$ cat src/rtl/alu_share_ctrl.sv
// Arbiter/sequencer sharing one registered 8-bit adder among NUM_REQ requesters.
// Define ALU_SHARE_RR_EN for round-robin arbitration; fixed priority (lowest index) otherwise.
module alu_share_ctrl #(
   parameter int NUM_REQ = 4
) (
   input  logic                 clk,
   input  logic                 reset,
   input  logic [NUM_REQ-1:0]   req,
   input  logic [8*NUM_REQ-1:0] req_a,
   input  logic [8*NUM_REQ-1:0] req_b,
   output logic [NUM_REQ-1:0]   gnt,
   output logic [NUM_REQ-1:0]   rsp_valid,
   output logic [7:0]           rsp_data,
   output logic                 busy,
   output logic [7:0]           alu_a,
   output logic [7:0]           alu_b,
   output logic                 alu_op,
   input  logic [7:0]           alu_s
);

   localparam int PW = (NUM_REQ > 1) ? $clog2(NUM_REQ) : 1;

   typedef enum logic [1:0] {IDLE, ISSUE, CAPTURE} state_t;

   state_t             state, state_n;
   logic [NUM_REQ-1:0] win_q, win_n, win_oh;
   logic [NUM_REQ-1:0] gnt_n, rsp_valid_n;
   logic [7:0]         rsp_data_n, alu_a_n, alu_b_n, sel_a, sel_b;
   logic               alu_op_n;
   logic               win_found;
   logic [PW-1:0]      win_idx, cand;
`ifdef ALU_SHARE_RR_EN
   logic [PW-1:0]      rr_ptr, rr_ptr_n;
`endif

   // Winner selection: first set request scanning upward (from rr_ptr when round-robin).
   always_comb begin
      win_found = 1'b0;
      win_idx   = '0;
      cand      = '0;
      for (int k = 0; k < NUM_REQ; k++) begin
`ifdef ALU_SHARE_RR_EN
         cand = PW'((int'(rr_ptr) + k) % NUM_REQ);
`else
         cand = PW'(k);
`endif
         if (!win_found && req[cand]) begin
            win_found = 1'b1;
            win_idx   = cand;
         end
      end
   end

   always_comb begin
      win_oh = '0;
      sel_a  = '0;
      sel_b  = '0;
      for (int k = 0; k < NUM_REQ; k++) begin
         if (PW'(k) == win_idx) begin
            win_oh[k] = 1'b1;
            sel_a     = req_a[8*k +: 8];
            sel_b     = req_b[8*k +: 8];
         end
      end
   end

   // NOTE: every output of a combinational block gets a default before the case;
   // a path that leaves one unassigned would infer a latch.
   always_comb begin
      state_n     = state;
      gnt_n       = '0;
      alu_op_n    = 1'b0;
      alu_a_n     = alu_a;
      alu_b_n     = alu_b;
      rsp_valid_n = '0;
      rsp_data_n  = rsp_data;
      win_n       = win_q;
`ifdef ALU_SHARE_RR_EN
      rr_ptr_n    = rr_ptr;
`endif
      case (state)
         IDLE: begin
            if (win_found) begin
               state_n  = ISSUE;
               gnt_n    = win_oh;
               alu_op_n = 1'b1;
               alu_a_n  = sel_a;
               alu_b_n  = sel_b;
               win_n    = win_oh;
`ifdef ALU_SHARE_RR_EN
               rr_ptr_n = (win_idx == PW'(NUM_REQ - 1)) ? '0 : win_idx + 1'b1;
`endif
            end
         end
         ISSUE:   state_n = CAPTURE;
         CAPTURE: begin
            // The adder registered its sum at the end of ISSUE; forward it now.
            state_n     = IDLE;
            rsp_valid_n = win_q;
            rsp_data_n  = alu_s;
         end
         default: state_n = IDLE;
      endcase
   end

   // NOTE: sequential state uses non-blocking assignments so every register
   // samples the pre-edge values regardless of statement order.
   always_ff @(posedge clk) begin
      if (reset) begin
         state     <= IDLE;
         gnt       <= '0;
         rsp_valid <= '0;
         rsp_data  <= '0;
         alu_a     <= '0;
         alu_b     <= '0;
         alu_op    <= 1'b0;
         win_q     <= '0;
`ifdef ALU_SHARE_RR_EN
         rr_ptr    <= '0;
`endif
      end else begin
         state     <= state_n;
         gnt       <= gnt_n;
         rsp_valid <= rsp_valid_n;
         rsp_data  <= rsp_data_n;
         alu_a     <= alu_a_n;
         alu_b     <= alu_b_n;
         alu_op    <= alu_op_n;
         win_q     <= win_n;
`ifdef ALU_SHARE_RR_EN
         rr_ptr    <= rr_ptr_n;
`endif
      end
   end

   assign busy = (state != IDLE);

endmodule

$ cat config.mk
export PLATFORM = sky130hd
export DESIGN_NAME = alu_share_ctrl
export DESIGN_NICKNAME = d
export VERILOG_FILES = /design/src/rtl/alu_share_ctrl.sv
export SDC_FILE = /design/constraint.sdc
export NUM_CORES = 1
export LEC_CHECK = 0
export CORE_MARGIN = 4
export CORE_UTILIZATION = 36
export DETAILED_ROUTE_END_ITERATION = 16
export PLACE_DENSITY = 0.83
export SLEW_MARGIN = 15
export SYNTH_ARGS = -nofsm -noshare
export SYNTH_HDL_FRONTEND = slang
export SYNTH_SLANG_ARGS = --single-unit
$ cat constraint.sdc
create_clock -name clk -period 1.3 [get_ports clk]
set_input_delay 0.26 -clock clk [delete_from_list [all_inputs] [get_ports clk]]
set_output_delay 0.26 -clock clk [all_outputs]
set_load 0.05 [all_outputs]
Word level (Yosys, flattened, before mapping)

Cells that the tools add are included.

Add/subtract/negate cells: 0
Multipliers: 0
Divide/modulo/power cells: 0
$lt $le $gt $ge: 0
Equal/unequal tests: 6
Shift-type cells: 0
Mux-type cells: 22
Bitwise gates (word level): 3
Reductions and logical operators: 13

Operator list:

| cell                                                                  | count |
|---|---|
| 8-bit 2-to-1 mux                                                      | 8 |
| 1-bit 2-to-1 mux                                                      | 10 |
| 2-bit 2-to-1 mux                                                      | 3 |
| 2-bit equality test, first input constant                             | 2 |
| 2-bit logical NOT                                                     | 2 |
| 2-bit one-hot mux with 2 select lines                                 | 1 |
| 2-bit OR reduction                                                    | 2 |
| 1-bit logical AND                                                     | 3 |
| 1-bit logical NOT                                                     | 3 |
| 1-bit NOT                                                             | 3 |
| 3-bit OR reduction                                                    | 1 |
| 1-bit by 2-bit equality test with 1-bit output, first input constant  | 1 |
| 2-bit by 1-bit equality test with 1-bit output, second input constant | 1 |
| 2-bit equality test, second input constant                            | 1 |
| 2-bit != test, second input constant                                  | 1 |
| 2-bit AND reduction                                                   | 1 |
| 2-bit nonzero test                                                    | 1 |

Bits in registers: 39
Latch bits: 0
Bits in writable memories: 0
ROM bits: 0
Bits of input ports: 78
Output and inout bits: 34
Word-level logic and storage cells: 52
Memories kept: 0

Longest topological paths before layout

Gate-level depths: netlist of run 1.

Depth in word-level cells: 15
Mapped depth: 7

Worst setup path before layout of run 1

OpenSTA, ideal clock, no wires.

Path kind: reg2reg
Start point: register state[0]
End point: register alu_a[1]
Library setup time: 0.080 ns
Data arrival time: 1.230 ns
Path slack: -0.010 ns
Stages on the path, launching flop included: 6
Buffers on the path: 1
Path through: dfxtp_1 nor2_1 a21boi_4 buf_2 nor2_1 a211oi_2

Longest elaborated chain between the ends: 2

RTL lines:

| element                              | line | source |
|---|---|---|
| start: declaration                   | 25   | `state_t state, state_n;` |
| start signal: assignment             | 122  | `state <= state_n;` |
| 2-bit logical NOT                    | 81   | `case (state)` |
| 2-bit AND reduction (no source line) | --   |  |
| end signal: assignment               | 126  | `alu_a <= alu_a_n;` |
| end: declaration                     | 15   | `output logic [7:0] alu_a,` |

No other way between the ends.
A chain may end at the register's enable or synchronous reset.

Final worst setup path of run 1

Start point: register state[0]
End point: register alu_b[1]

Longest elaborated chain between the ends: 2

RTL lines:

| element                              | line | source |
|---|---|---|
| 2-bit logical NOT                    | 81   |  |
| 2-bit AND reduction (no source line) | --   |  |
| end signal: assignment               | 127  | `alu_b <= alu_b_n;` |
| end: declaration                     | 16   | `output logic [7:0] alu_b,` |

No other way between the ends.

==> impl_metrics.csv, run 1 <==
group,metric,value,unit
synthesis,avgSynthCellArea,7.98,um2
critical_path,cp-end-kind,"flop",
power,power_density,972,mW/mm2
global_route,grt_overflow_total,0,
clock_network,cts_root_buffer,"clkbuf_8",
layout,mostFrequentLayoutCells,"73 x clkdlybuf4s50_1, 39 x a21oi_1, 37 x dfxtp_1, 37 x buf_12, 25 x buf_4",
synthesis,ys_warn_count,0,
synthesis,synth_area,0.00215,mm2
floorplanning,die-area,0.00729,mm2
critical_path,crit_slowest_cell,"dfxtp_4",
detailed_routing,vias,2673,
synthesis,synth_cells,270,
synthesis,syn-num-nets,348,
power,power,4.13,mW
global_route,grt_max_degree,19,
job,maxCapViolCount,0,
detailed_routing,wire_per_inst,19.3,um
layout,fin_nets,480,
critical_path,r2r-start,"state[0]$_SDFFE_PP0P_",
placed_design,port_buffers,111,
critical_path,crit_path_start,"state[0]$_SDFFE_PP0P_",
layout,n_fill_cell,341,
layout,final_common_cell,"clkdlybuf4s50_1",
outcome,violations,"negative setup slack",
global_route,grt.total_usage,0.209,
layout,drive_gt1_frac,0.352,
clock_network,cts.sinks,39,
layout,regArea,788,um2
timing,final_max_slew_viol_count,0,
critical_path,r2r_slack,-0.15,ns
detailed_routing,wl,9160,um
timing,setup_ws,-0.150,ns
critical_path,worstSetupPathType,"reg -> reg",
timing,fin_hold_ws,0.442,ns
critical_path,r2r_end,"alu_b[1]$_SDFFE_PP0N_",
clock_network,ctsHtreeMaxLevel,2,
synthesis,ys_ff_latch,39,
power,power_frac_comb,0.443,
critical_path,crit_required,1.50,ns
power,p_leak,1.69,nW
layout,multi_input_area,0.00135,mm2
floorplanning,die_h,85.4,um
critical_path,path_max_fanout,6,
clock_network,cts_tree,"done",
global_route,grt_pass1_wl,12400,um
critical_path,startpoint_type,"flop",
synthesis,synth-edff-count,0,
floorplanning,io_pins,112,
critical_path,ff2ff_path_depth,6,
critical_path,path_common_cell,"buf_6",
power,seqPwrFrac,0.340,
power,p_sw_frac,0.340,
floorplanning,start_util,0.382,
power,switchingPower,1.41,mW
synthesis,ys_types,32,
layout,syn2layout_area_growth,97.4,%
detailed_routing,ant_nets,0,
timing,worst_pin_slew,0.300,ns
critical_path,setup.worst_path.end,"alu_b[1]$_SDFFE_PP0N_",
critical_path,critPathArrivalTime,1.65,ns
clock_network,clk_path_buf_depth,2,
power,peakVddDrop,612,uV
floorplanning,num_rows,27,
synthesis,yosys_most_used_dff,"dfxtp_1",
synthesis,async_reset_ff_frac,0,
timing,fin_skew,0.00936,ns
timing,min_period_over_period,1.12,
detailed_routing,firstDrtPassIters,5,
clock_network,cts_buffers,5,
hold_path,hp-class,"in -> reg",
floorplanning,fp.dieW,85.4,um
timing,slew_headroom,0.800,
global_route,antenna_found_initial,0,
detailed_routing,drtIter0Drc,266,
critical_path,slowest_delay,0.37,ns
timing,hold_violations,0,
timing,setup_violations,19,
placed_design,post-dp-hpwl,5930,um
critical_path,crit_chain,"nor2_4, buf_6, a21boi_4, buf_6, nor2_2, a211oi_2",
placed_design,dp_slack,-0.613,ns
clock_network,path_clk_slew,0.08,ns
timing,period_needed,1.45,ns
detailed_routing,vias_per_cell,5.63,
synthesis,seq_area_frac_synth,0.362,
clock_network,clkLatencyLatePin,0.29,ns
layout,n_antenna_cell,0,
floorplanning,core_area,0.00564,mm2
outcome,outcome,"complete, but fails checks",
timing,rsz0062_at_grt,"yes",
detailed_routing,remaining_drc_errors,0,
placed_design,gp_congestion,0.863,
placed_design,dpl-instance-area,0.00380,mm2
power,clkPwrFrac,0.217,
power,p_int,2.73,mW
layout,design_area,0.00425,mm2
timing,max_clock_freq,690,MHz
global_route,grt_pass1_vias,2582,
critical path: cells and delay by family (launching register included):
kind            cells  cell delay [ns]
flops               1             0.37
simple gates        2             0.19
compound gates      2             0.51
buf+inv             2             0.29
cell usage after synthesis, types with 5 or more instances:
cell / instances / area, um2
a21oi_1: 46 / 230
nor2_1: 21 / 78.8
clkbuf_1: 10 / 37.5
nand2b_1: 16 / 100
a22o_1: 14 / 123
nand2_1: 22 / 82.6
buf_2: 11 / 55.1
a211oi_1: 5 / 37.5
and2_1: 7 / 43.8
o22ai_1: 14 / 87.6
a21oi_2: 9 / 78.8
dfxtp_1: 39 / 781
a211oi_2: 9 / 113
inv_1: 18 / 67.6
worst min path at each step:
| stage | endpoint | from | slack, ns | cells past startpoint |
|---|---|---|---|---|
| 2_1_floorplan | rsp_data[0]$_SDFFE_PP0N_ | alu_s[0] | 0.40 | 2 |
| 3_3_place_gp | win_q[2]$_SDFFE_PP0N_ | win_q[2]$_SDFFE_PP0N_ | 0.44 | 2 |
| 3_5_place_dp | rsp_valid[3]$_SDFF_PP0_ | win_q[3]$_SDFFE_PP0N_ | 0.45 | 1 |
| 4_1_cts | win_q[2]$_SDFFE_PP0N_ | win_q[2]$_SDFFE_PP0N_ | 0.46 | 2 |
| 5_1_grt | gnt[3]$_SDFF_PP0_ | req[2] | 0.47 | 4 |
| 6_report | gnt[3]$_SDFF_PP0_ | req[2] | 0.44 | 4 |
repair_timing:
item,in CTS,in global routing
pin swaps,6,6
buffers inserted,7,2
setup endpoints to repair,24,19
hold buffers,0,0
cloned,0,3
gates resized for setup,31,37
logic make-up (layout without fill, tap and decap cells):
group                  count (synthesis)  after routing  share of synthesized area
DFF                                   39             39                      0.362
AOI/OAI and AO/OA                    108            108                      0.354
and+or+nand+nor                       79             79                      0.184
buffers and inverters                 44            177                     0.0993
state kept, by name (all words and copies together) (netlist names):
name       flops
alu_b          8
win_q          4
gnt            4
alu_op         1
rsp_valid      4
alu_a          8
rsp_data       8
state          2
final cells by class:
class / count / share of cell area
sequential: 39 / 0.185
clock buffer: 8 / 0.0235
tap: 72 / 0.0212
inverter: 18 / 0.0165
timing repair buffer: 151 / 0.437
multi-input combinational: 187 / 0.316
per-layer routing:
metal	vias to the layer above	track usage	wire [um]
met5	-	0	0
met2	178	0.376	4660
met3	34	0.0447	763
li1	1206	-	-
met4	0	0.0719	321
met1	1255	0.244	3420
power by group through the flow:
stage                     registers [mW]  clock network [mW]  logic, mW
after floorplan                     1.64                   0      0.489
after global placement              1.41                   0       1.51
after detailed placement            1.42                   0       1.54
after CTS                           1.39               0.895       1.63
after global routing                1.41               0.945       1.91
final                               1.40               0.898       1.83
metrics by stage:
step,instances,setup TNS (ns),utilization
global route,475,-1.96,0.754
finish,475,-1.29,0.754
global placement,456,-11.62,0.674
CTS,471,-0.103,0.717
floorplan,270,0,-
detailed placement,456,-12.21,0.674
Power figures use the tool's default switching activity.
==> run 2, diff against run 1 <==
--- a/config.mk
+++ b/config.mk
@@ -5,10 +5,13 @@
 export SDC_FILE = /design/constraint.sdc
 export NUM_CORES = 1
 export LEC_CHECK = 0
+export CORE_ASPECT_RATIO = 1.5
 export CORE_MARGIN = 4
 export CORE_UTILIZATION = 36
 export DETAILED_ROUTE_END_ITERATION = 16
+export GPL_ROUTABILITY_DRIVEN = 0
 export PLACE_DENSITY = 0.83
+export RECOVER_POWER = 100
 export SLEW_MARGIN = 15
 export SYNTH_ARGS = -nofsm -noshare
 export SYNTH_HDL_FRONTEND = slang
==> impl_metrics.csv, run 2 (synthesis gave the netlist of run 1 again) <==
group,metric,value,unit
timing,hold_violations,0,
timing,fin_skew,0.00869,ns
floorplanning,num_rows,34,
critical_path,path_max_fanout,8,
layout,n_fill_cell,394,
clock_network,postCtsHoldBufs,0,
placed_design,post-dp-hpwl,5690,um
clock_network,cts_root_buffer,"clkbuf_8",
global_route,grt.met3_usage,0.0341,
clock_network,path_clk_slew,0.07,ns
detailed_routing,ant_nets,0,
global_route,grt_max_degree,18,
detailed_routing,wire_per_inst,17.3,um
power,p_int,2.79,mW
critical_path,critPathArrivalTime,1.57,ns
detailed_routing,drtIter0Drc,123,
clock_network,cts_buffers,5,
global_route,grt.total_usage,0.200,
power,clkPwrFrac,0.252,
floorplanning,io_pins,112,
layout,final_common_cell,"clkdlybuf4s50_1",
timing,rsz0062_at_grt,"yes",
placed_design,dp_slack,-0.546,ns
global_route,grt_pass1_wl,11600,um
global_route,grt.met2_usage,0.382,
outcome,violations,"negative setup slack",
floorplanning,core_area,0.00583,mm2
layout,syn2layout_area_growth,93.0,%
power,p_sw_frac,0.325,
power,seqPwrFrac,0.339,
critical_path,cp-end-kind,"flop",
layout,fin_nets,475,
critical_path,worstSetupPathType,"reg -> reg",
floorplanning,die_h,103,um
detailed_routing,vias,2561,
timing,setup_ws,-0.0587,ns
floorplanning,start_util,0.370,
power,power_density,994,mW/mm2
global_route,grt_pass1_vias,2514,
floorplanning,die-area,0.00731,mm2
timing,slew_headroom,0.776,
clock_network,clk_path_buf_depth,2,
placed_design,port_buffers,111,
global_route,grt_overflow_total,0,
layout,mostFrequentLayoutCells,"73 x clkdlybuf4s50_1, 38 x a21oi_1, 38 x buf_12",
detailed_routing,firstDrtPassIters,5,
detailed_routing,wl,8120,um
hold_path,hp-class,"reg -> reg",
layout,fin_util,0.713,
power,switchingPower,1.34,mW
critical_path,crit_required,1.51,ns
critical_path,startpoint_type,"flop",
detailed_routing,vias_per_cell,5.45,
global_route,antenna_found_initial,0,
timing,worst_pin_slew,0.336,ns
power,power_frac_comb,0.409,
layout,n_antenna_cell,0,
outcome,outcome,"complete, but fails checks",
layout,drive_gt1_frac,0.309,
timing,setup_violations,3,
placed_design,dp.cells,458,
timing,setup_tns,-0.121,ns
layout,reg_top3,"alu_a x8, alu_b x8, rsp_data x8",
power,peakVddDrop,662,uV
timing,max_clock_freq,736,MHz
clock_network,cts.sinks,39,
detailed_routing,remaining_drc_errors,0,
timing,period_needed,1.36,ns
timing,final_max_slew_viol_count,0,
global_route,grt.busiest_layer,"met2",
clock_network,cts_tree,"done",
layout,fin_cells,470,
global_route,grt.met1_usage,0.203,
floorplanning,fp.dieW,71.2,um
clock_network,ctsHtreeMaxLevel,2,
job,maxCapViolCount,0,
clock_network,clkLatencyLatePin,0.29,ns
power,p_leak,1.66,nW
timing,min_period_over_period,1.05,
## run 2: cell count changes in the layout (fill, tap and decap cells not counted), sizes merged
cell	delta
clkbuf	-3
buf	-5
bufinv	+1
clkdlybuf4s15	+1
clkinv	+1
## run 2: routing by layer
metal  part of all wire  vias to the layer above
li1                   -                     1196
met1               0.35                     1183
met2               0.55                      152
met3              0.063                       30
met4              0.041                        0
met5                  0                        -
## run 2: power groups by stage
stage | combinational, mW | sequential [mW] | clock [mW]
global route | 1.77 | 1.41 | 1.08
CTS | 1.58 | 1.40 | 1.05
detailed placement | 1.54 | 1.42 | 0
finish | 1.69 | 1.40 | 1.04
floorplan | 0.489 | 1.64 | 0
global placement | 1.51 | 1.41 | 0
## run 2: final cells by class
type                            count  area, um2  area share
Clock buffer                        6       82.6      0.0199
Clock inverter                      2       35.0     0.00843
Inverter                           18       67.6      0.0163
Multi-Input combinational cell    187       1280       0.308
Sequential cell                    39        788       0.190
Tap cell                           72       90.1      0.0217
Timing Repair Buffer              146       1810       0.436
## run 2: metrics by stage
step	hold WS (ns)	area [um2]	power, mW
after floorplan	0.396	2160	2.13
after global placement	0.435	3830	2.93
after detailed placement	0.441	3830	2.96
after CTS	0.451	4020	4.02
after global routing	0.490	4160	4.26
final	0.449	4160	4.13
## run 2: what timing repair did
action / CTS / global route
gates cloned: 0 / 2
endpoints found under the setup margin: 23 / 17
gates resized for setup: 22 / 19
pin swaps: 1 / 10
buffers inserted: 2 / 1
## run 2: critical path, cell delays in order (launching register included)
cell      delay (ns)
dfxtp_4         0.37
nor2_4          0.17
a21boi_4        0.20
buf_4           0.18
o21ai_0         0.14
o31ai_1         0.21
## run 2: final timing paths
kind | from | end | slack, ns | cells past startpoint
setup / recovery | state[0]$_SDFFE_PP0P_ | alu_a[7]$_SDFFE_PP0N_ | -0.06 | 5
hold reg to reg | win_q[2]$_SDFFE_PP0N_ | win_q[2]$_SDFFE_PP0N_ | 0.45 | 2
setup reg to reg | state[0]$_SDFFE_PP0P_ | alu_a[7]$_SDFFE_PP0N_ | -0.06 | 5
hold / removal | win_q[2]$_SDFFE_PP0N_ | win_q[2]$_SDFFE_PP0N_ | 0.45 | 2
